===== src/rtl/vector_batch_accumulator.sv =====
// Element-wise batch summer feeding the vector/scalar divider: sums one vector per
// accepted beat and counts beats. Define ACCUM_SATURATE_EN for saturating element adds.
`ifndef MAX_NEURONS
`define MAX_NEURONS 4
`endif

module vector_batch_accumulator #(
    parameter int NEURONS   = `MAX_NEURONS,
    parameter int DATA_W    = 32,
    parameter int BATCH_MAX = 256
) (
    input  logic                      clk,
    input  logic                      rst_n,
    input  logic                      start,
    input  logic [31:0]               batch_size,
    input  logic                      flush,
    input  logic                      in_valid,
    output logic                      in_ready,
    input  logic [NEURONS*DATA_W-1:0] in_vec,
    output logic                      out_valid,
    input  logic                      out_ready,
    output logic [NEURONS*DATA_W-1:0] sum_vec,
    output logic [31:0]               sum_count,
    output logic                      busy
);

    // Handshake: a beat transfers on a rising edge where in_valid && in_ready; a result
    // transfers where out_valid && out_ready. Both readies/valids come from registered state.

    localparam int VW = NEURONS * DATA_W;

    typedef enum logic [1:0] {
        IDLE  = 2'd0,
        ACCUM = 2'd1,
        DONE  = 2'd2
    } state_t;

    state_t                    state;
    logic [31:0]               target;
    logic [31:0]               target_in;
    logic [31:0]               count_inc;
    logic [VW-1:0]             add_vec;
    logic signed [DATA_W-1:0]  el_a;
    logic signed [DATA_W-1:0]  el_b;
    logic signed [DATA_W-1:0]  el_s;
    logic                      accept;

    assign accept    = in_valid && in_ready;
    assign count_inc = sum_count + 32'd1;

    // Requested batch size is treated as a signed integer and clamped to 1..BATCH_MAX.
    always_comb begin
        target_in = batch_size;
        if ($signed(batch_size) < 32'sd1)
            target_in = 32'd1;
        else if ($signed(batch_size) > BATCH_MAX)
            target_in = 32'(BATCH_MAX);
    end

    always_comb begin
        add_vec = '0;
        el_a    = '0;
        el_b    = '0;
        el_s    = '0;
        for (int i = 0; i < NEURONS; i++) begin
            el_a = sum_vec[i*DATA_W +: DATA_W];
            el_b = in_vec[i*DATA_W +: DATA_W];
`ifdef ACCUM_SATURATE_EN
            el_s = el_a + el_b;
            // Same-sign operands producing an opposite-sign result means signed overflow.
            if ((el_a[DATA_W-1] == el_b[DATA_W-1]) && (el_s[DATA_W-1] != el_a[DATA_W-1]))
                el_s = el_a[DATA_W-1] ? {1'b1, {(DATA_W-1){1'b0}}}
                                      : {1'b0, {(DATA_W-1){1'b1}}};
`else
            el_s = el_a + el_b;
`endif
            add_vec[i*DATA_W +: DATA_W] = el_s;
        end
    end

    always_ff @(posedge clk or negedge rst_n) begin
        if (!rst_n) begin
            state     <= IDLE;
            target    <= 32'd1;
            sum_vec   <= '0;
            sum_count <= '0;
            in_ready  <= 1'b0;
            out_valid <= 1'b0;
            busy      <= 1'b0;
        end else begin
            case (state)
                IDLE: begin
                    if (start) begin
                        target    <= target_in;
                        sum_vec   <= '0;
                        sum_count <= '0;
                        state     <= ACCUM;
                        in_ready  <= 1'b1;
                        busy      <= 1'b1;
                    end
                end
                ACCUM: begin
                    if (accept) begin
                        sum_vec   <= add_vec;
                        sum_count <= count_inc;
                        if ((count_inc == target) || flush) begin
                            state     <= DONE;
                            in_ready  <= 1'b0;
                            out_valid <= 1'b1;
                        end
                    end else if (flush) begin
                        in_ready <= 1'b0;
                        // An empty flush never presents a zero count downstream.
                        if (sum_count != 32'd0) begin
                            state     <= DONE;
                            out_valid <= 1'b1;
                        end else begin
                            state <= IDLE;
                            busy  <= 1'b0;
                        end
                    end
                end
                DONE: begin
                    if (out_ready) begin
                        state     <= IDLE;
                        out_valid <= 1'b0;
                        busy      <= 1'b0;
                    end
                end
                default: begin
                    state     <= IDLE;
                    in_ready  <= 1'b0;
                    out_valid <= 1'b0;
                    busy      <= 1'b0;
                end
            endcase
        end
    end

endmodule


===== config.mk =====
export PLATFORM = sky130hd
export DESIGN_NAME = vector_batch_accumulator
export DESIGN_NICKNAME = d
export VERILOG_FILES = /design/src/rtl/vector_batch_accumulator.sv
export SDC_FILE = /design/constraint.sdc
export NUM_CORES = 1
export LEC_CHECK = 0
export ABC_AREA = 1
export ABC_CLOCK_PERIOD_IN_PS = 5600
export CAP_MARGIN = 30
export CORE_MARGIN = 5
export CORE_UTILIZATION = 25
export DETAILED_ROUTE_END_ITERATION = 16
export SLEW_MARGIN = 20
export SYNTH_ARGS = -nofsm -noshare
export SYNTH_HDL_FRONTEND = slang
export SYNTH_SLANG_ARGS = --single-unit

===== constraint.sdc =====
create_clock -name clk -period 5.6 [get_ports clk]
set_input_delay 1.4 -clock clk [delete_from_list [all_inputs] [get_ports clk]]
set_output_delay 1.4 -clock clk [all_outputs]
set_load 0.05 [all_outputs]

==> impl_results.md, run 1 <==
* Commonest non-fill, non-tap cell in the layout: nand2_1
* Clock skew at 0.0192 ns
* Htree depth at 4
* Die H at between 200 and 300 µm
* Vias at approximately 17,000
* Slowest CP cell: clkdlybuf4s50_1
* HP Class: reg2reg
* Hold buffer count at CTS at 0
* Pins Over Slew Limit at 0
* Register area at 4930 µm²
* R2R Path End: sum_vec[58]
* Critical Path RT at 6.03 ns
* Synth warnings at 0
* Kind of critical path: in2reg
* Number of cells on the critical path at 16
* Area of the multi-input gates at 9740 µm²
* Endpoints failing setup at 0
* Crit path DAT at 4.29 ns
* Ys flop type: dfrtp_1
* Clock Path Buffers at 2
* CP delay by family, top: compound AO/OA/AOI/OAI gates
* Outcome: complete, no violations
* Fin nets at 2,923
* Clk_lat worst skew at roughly 0.50 ns
* Via density at 4.77
* Post-synthesis cell area at 15,700 µm²
* Syn avg cell area at 6.78 µm²
* Worst-path cell chain: clkdlybuf4s50_1, ha_1, fa_1, nand2_1, nand2_1, o21ai_0, o21ai_0, nand2_1, nand3_1, nand2_1, nand2_1, a21oi_1, o21bai_1, nand2_1, nand2_1, o21ai_0
* Initial Utilization at between 20% and 30%
* Worst R2R Start: sum_vec[32]
* Syn-to-layout area delta at 31.5%
* Max incr delay on CP at 0.40 ns
* Global-route wire length before repair at between 80,000 and 90,000 µm
* Initial antenna violation count at 5
* Max-cap violations at 0
* DRT Wirelength at 58,200 µm
* Clock sinks at about 200
* Die area at just under 70,000 µm²
* Pre-antenna DRT Iters at 6
* GRT overflow at 0
* Iter 0 DRT Violations at 1,080
* Vias in the first global route at 16,100
* Leakage at 9.65 nW
* Reg2Reg Depth at 15
* Hold depth at 2
* Fraction of registers with async set/reset at between 90% and 100%
* Post-layout min period at 3.86 ns
* Setup TNS at 0 ns
* Postcts setup bufs at 0
* Hold_sp: out_valid
* Period utilization at between 60 and 70%
* RSZ-0062 raised after global routing: no
* Die X at 260 µm
* Reg2reg setup slack at ~2.6 ns
* CTS tree: yes
* Clk slew on worst S/H paths at 0.09 ns
* CTS Buf Count at 17
* Most used cell, CP: nand2_1
* Share of cells above drive strength 1 at 3.60%
* Clk root buf: clkbuf_16
* Hpwl dp at 45,300 µm
* Worst slew margin at a little over two fifths
* Post-synth cell types at 46
* Hold Crit Endpoint: out_valid
* Final Total Pwr at 7.63 mW
* WP buf/inv at 1
* Drc violations at 0
* #FFs+latches synth at 197
* I/O pins at 329
* Total core area at 61,800 µm²
* Peak supply drop at around 0.24 mV
* Port-buffer cells at 328
* # resized after CTS at 0
* Synth Net Count at approximately 2,600
* Register area share after synthesis at a little under a third
* Worst slew pin tran at 0.853 ns
* # rows at roughly 90
* CP startpoint kind: input port
* Final hold violation count at 0
* Tot GR Track Use at around 17%
* Post-synth EDFFs at 0
* GPL Wtd Cong at approximately 0.92
* Pwr per Cell Area at 371 nW/µm²
* WL/cell at 16.7 µm
* Commonest cells after routing, fill and taps aside: nand2_1, clkdlybuf4s50_1, nor2_1
* Post-Synthesis Cells at ~2,300
* Largest net degree at the start of global routing at 92
* Fmax at 259 MHz
* Critical path startpoint: in_vec[32]
* FILL cells at between 6,000 and 7,000
* Crit Path Max Fanout at 5
* Worst Setup End Kind: flip-flop
* Antenna Violating Nets Remaining at 0
==> state kept, by name (all words and copies together) (netlist names) <==
name       flops
state          2
sum_vec      128
in_ready       1
out_valid      1
busy           1
target        32
sum_count     32
==> how the worst max path moves through the flow <==
stage / to / slack [ns]
3_3_place_gp: sum_vec[58] / 1.25
2_1_floorplan: sum_vec[26] / 2.34
6_report: sum_vec[58] / 1.74
5_1_grt: sum_vec[58] / 1.45
3_5_place_dp: sum_vec[58] / 1.21
4_1_cts: sum_vec[58] / 1.80
==> power by group <==
part / switching (mW) / leakage (nW) / internal, mW
clock network: 0.740 / 0.298 / 0.621
logic: 2.89 / 6.67 / 1.41
registers: 0.262 / 2.68 / 1.71
==> synth_stat cells (4+ instances only) <==
cell | n | area (µm²)
or2_2 | 24 | 150
a31oi_1 | 8 | 50.1
o21bai_1 | 27 | 203
o31ai_1 | 12 | 90.1
inv_1 | 217 | 815
a32o_1 | 12 | 120
inv_2 | 4 | 15.0
o311ai_0 | 4 | 35.0
nor4_1 | 16 | 100
a221oi_1 | 4 | 35.0
o21a_1 | 4 | 30.0
fa_1 | 4 | 80.1
nor2_1 | 247 | 927
nand4_1 | 28 | 175
dfrtp_1 | 196 | 4900
o22ai_1 | 17 | 106
a21boi_0 | 9 | 67.6
xor2_1 | 16 | 140
nor2_4 | 6 | 67.6
nand2_1 | 695 | 2610
o21ai_0 | 195 | 976
nand3b_1 | 9 | 67.6
nor3_1 | 20 | 100
o221ai_1 | 4 | 35.0
buf_2 | 17 | 85.1
ha_1 | 126 | 1580
nand2_2 | 6 | 37.5
a21oi_1 | 176 | 881
nand3_1 | 139 | 696
a21o_1 | 19 | 143
clkbuf_1 | 21 | 78.8
==> cells by family (layout without fill, tap and decap cells) <==
group           count (synthesis)  in the layout  synth area share (%)
compound gates                501            501                  18.2
xor+xnor                       21             21                  1.35
fa+ha+maj                     130            130                  10.6
buf+inv                       262            593                  6.42
flops                         197            197                  31.5
other cells                     0              3                     0
simple gates                 1198           1198                  32.0
==> metrics by stage <==
| step | instances | setup slack, ns | utilization [%] | instance area, µm² | hold slack [ns] |
|---|---|---|---|---|---|
| after floorplan | 2309 | 2.34 | - | 15700 | 0.462 |
| after global placement | 3444 | 1.25 | 32.3 | 19900 | 0.470 |
| after detailed placement | 3445 | 1.21 | 32.3 | 20000 | 0.478 |
| after CTS | 3477 | 1.80 | 33.3 | 20600 | 0.507 |
| after global routing | 3478 | 1.45 | 33.3 | 20600 | 0.532 |
| final | 3480 | 1.74 | 33.3 | 20600 | 0.504 |
==> worst min-delay path, cell delays in order (launching register included) <==
cell and delay (ns):
dfrtp_1 0.36, nand2_1 0.07, o21ai_2 0.05
==> per-layer routing <==
layer  part of all wire [%]  routed length, µm  track usage, %  vias to the layer above
met5                  0.022                 13               0                        -
met4                    1.3                771            3.36                        2
met3                    7.4               4300            4.88                       49
met2                     45              25900            26.8                      473
met1                     47              27200            22.7                     7662
li1                       -                  -               -                     8400
==> cell type report <==
cell class,instances,share of cell area [%]
diodes,3,0.0365
clock buffers,18,2.13
clock inverters,14,0.827
inverters,221,4.04
multi-input cells,1850,47.3
flip-flops and latches,197,24.0
well taps,837,5.09
repair buffers,340,16.6
Power figures use the tool's default switching activity.
==> inputs of run 2 (changes only) <==
--- a/config.mk
+++ b/config.mk
@@ -6,7 +6,7 @@
 export NUM_CORES = 1
 export LEC_CHECK = 0
 export ABC_AREA = 1
-export ABC_CLOCK_PERIOD_IN_PS = 5600
+export ABC_CLOCK_PERIOD_IN_PS = 3500
 export CAP_MARGIN = 30
 export CORE_MARGIN = 5
 export CORE_UTILIZATION = 25
==> constraint.sdc (replaced) <==
create_clock -name clk -period 3.5 [get_ports clk]
set_input_delay 0.875 -clock clk [delete_from_list [all_inputs] [get_ports clk]]
set_output_delay 0.875 -clock clk [all_outputs]
set_load 0.05 [all_outputs]
==> run 2 against run 1 <==
Effect of this change:
- cell count up 1.4%
- utilization up 0.71 points
- clock power up 65%
- largest cell class unchanged
==> impl_results.md, run 2 (synthesis results as in run 1) <==
* Max-cap violations at 0
* Commonest cells after routing, fill and taps aside: nand2_1, clkdlybuf4s50_1, nor2_1
* WP buf/inv at 1
* Total core area at 61,800 µm²
* Pre-antenna DRT Iters at 5
* I/O pins at about 330
* Cell count after placement at 3,493
* Reg2reg setup slack at 0.76 ns
* Setup TNS at 0 ns
* CTS Buf Count at 17
* Vias at 16,700
* GRT overflow at 0
* GPL Wtd Cong at 0.940
* Iter 0 DRT Violations at 1,060
* Die H at 260 µm
* Worst Setup End Kind: flip-flop
* Leakage at 9.92 nW
* Final Core Density at between 30 and 40%
* Antenna Violating Nets Remaining at 0
* Clock sinks at 197
* Most used cell, CP: nand2_1
* Worst slew margin at 32.8%
* Max FFs per register at 128
* Slowest CP cell: clkdlybuf4s50_1
* Syn-to-layout area delta at 34.3%
* Largest regs: sum_vec: 128 flops, sum_count: 32 flops, target: 32 flops
* Kind of critical path: in2reg
* RSZ-0062 raised after global routing: no
* HP Class: in2async
* Crit Path Max Fanout at 5
* Die X at 260 µm
* Max incr delay on CP at 0.43 ns
* Drc violations at 0
* Reg2Reg Depth at 18
* Fmax at 322 MHz
* Global-route wire length before repair at about 90,000 µm
* Peak supply drop at 0.406 mV
* Clock skew at roughly 0.019 ns
* Final WS setup at 0.395 ns
* Placement Setup Slack at -0.0952 ns
* Pwr per Cell Area at between 500 and 600 nW/µm²
* Htree depth at 4
* Internal at around 6.2 mW
* WL/cell at 16.5 µm
* Postcts setup bufs at 0
* Clock Path Buffers at 2
* # rows at 91
* # resized after CTS at 0
* Port-buffer cells at 328
* DRT Wirelength at 58,200 µm
* Endpoints failing setup at 0
* Commonest non-fill, non-tap cell in the layout: nand2_1
* Clk root buf: clkbuf_16
* Worst slew pin tran at 1.01 ns
* Worst-path cell chain: clkdlybuf4s50_1, ha_1, fa_1, nand2_1, nand2_1, o21ai_0, o21ai_0, nand2_1, nand3_1, nand2_1, nand2_1, a21oi_1, o21bai_1, nand2_1, nand2_1, o21ai_0
* Clk slew on worst S/H paths at approximately 0.090 ns
* Worst R2R Start: sum_count[0]
* Crit path DAT at 3.52 ns
* Tot GR Track Use at between 10% and 20%
* Final hold slack at about 0.36 ns
* Pins Over Slew Limit at 0
* Comb power frac at 56.4%
* Critical Path RT at 3.92 ns
* Vias in the first global route at 16,000
* Initial antenna violation count at 4
* CP startpoint kind: input port
* Share of cells above drive strength 1 at about 5.3%
* Outcome: complete, no violations
* Hold buffer count at CTS at 0
* Via density at 4.72
* Die area at 67,700 µm²
* Clk pwr share at 18.0%
* Cell Count, Final, Fillers Out at roughly 3,500
* Hpwl dp at between 40,000 and 50,000 µm
* CTS tree: yes
* Sw Share at 50.5%
* Post-layout min period at 3.11 ns
* Net Sw Power at 6.28 mW
* CP delay by family, top: compound AO/OA/AOI/OAI gates
* Initial Utilization at 25.3%
* Final hold violation count at 0
* Largest net degree at the start of global routing at 143
* Largest register by flop count: sum_vec
* Clk_lat worst skew at 0.50 ns
* Seq pwr share at 25.6%
* R2R Path End: in_ready
* Fin nets at 2,971
* Period utilization at 88.7%
## run 2: worst max-delay path by stage
stage | start | end | cells after the start
after floorplan | in_vec[0] | sum_vec[26] | 15
after global placement | in_vec[0] | sum_vec[26] | 16
after detailed placement | in_vec[0] | sum_vec[26] | 16
after CTS | in_vec[0] | sum_vec[20] | 13
after global routing | in_vec[0] | sum_vec[24] | 14
final | in_vec[0] | sum_vec[26] | 16
## run 2: final cells by class
| cell class | count | area (µm²) |
|---|---|---|
| fill | 6675 | 40800 |
| multi-input combinational | 1850 | 9740 |
| sequential | 197 | 4930 |
| timing repair buffer | 388 | 3820 |
| tap | 837 | 1050 |
| inverter | 221 | 831 |
| clock buffer | 17 | 425 |
| clock inverter | 15 | 230 |
| antenna | 2 | 5.00 |
## run 2: metal layers
metal | track usage (%) | vias to the layer above | routed length (µm)
met3 | 4.32 | 59 | 4080
met2 | 26.8 | 462 | 26200
li1 | - | 8491 | -
met4 | 3.85 | 4 | 837
met5 | 0 | - | 27
met1 | 22.7 | 7639 | 27100
## run 2: power by group through the flow
stage	Combinational, mW	Sequential [mW]	Clock (mW)
3_3_place_gp	7.01	3.22	0
6_report	7.02	3.18	2.24
4_1_cts	7.07	3.19	2.33
3_5_place_dp	7.04	3.23	0
5_1_grt	7.71	3.25	2.41
2_1_floorplan	3.21	4.43	0
## run 2: through the flow
stage,instance area (µm²),power (mW)
global route,21000,13.4
global placement,20400,10.2
CTS,21000,12.6
finish,21000,12.4
detailed placement,20400,10.3
floorplan,15700,7.64
==> inputs of run 3 (changes only) <==
--- a/config.mk
+++ b/config.mk
@@ -10,6 +10,7 @@
 export CAP_MARGIN = 30
 export CORE_MARGIN = 5
 export CORE_UTILIZATION = 25
+export CTS_CLUSTER_SIZE = 12
 export DETAILED_ROUTE_END_ITERATION = 16
 export SLEW_MARGIN = 20
 export SYNTH_ARGS = -nofsm -noshare
==> results of run 3 <==
No change in the layout: final DEF, timing and power equal those of run 2.
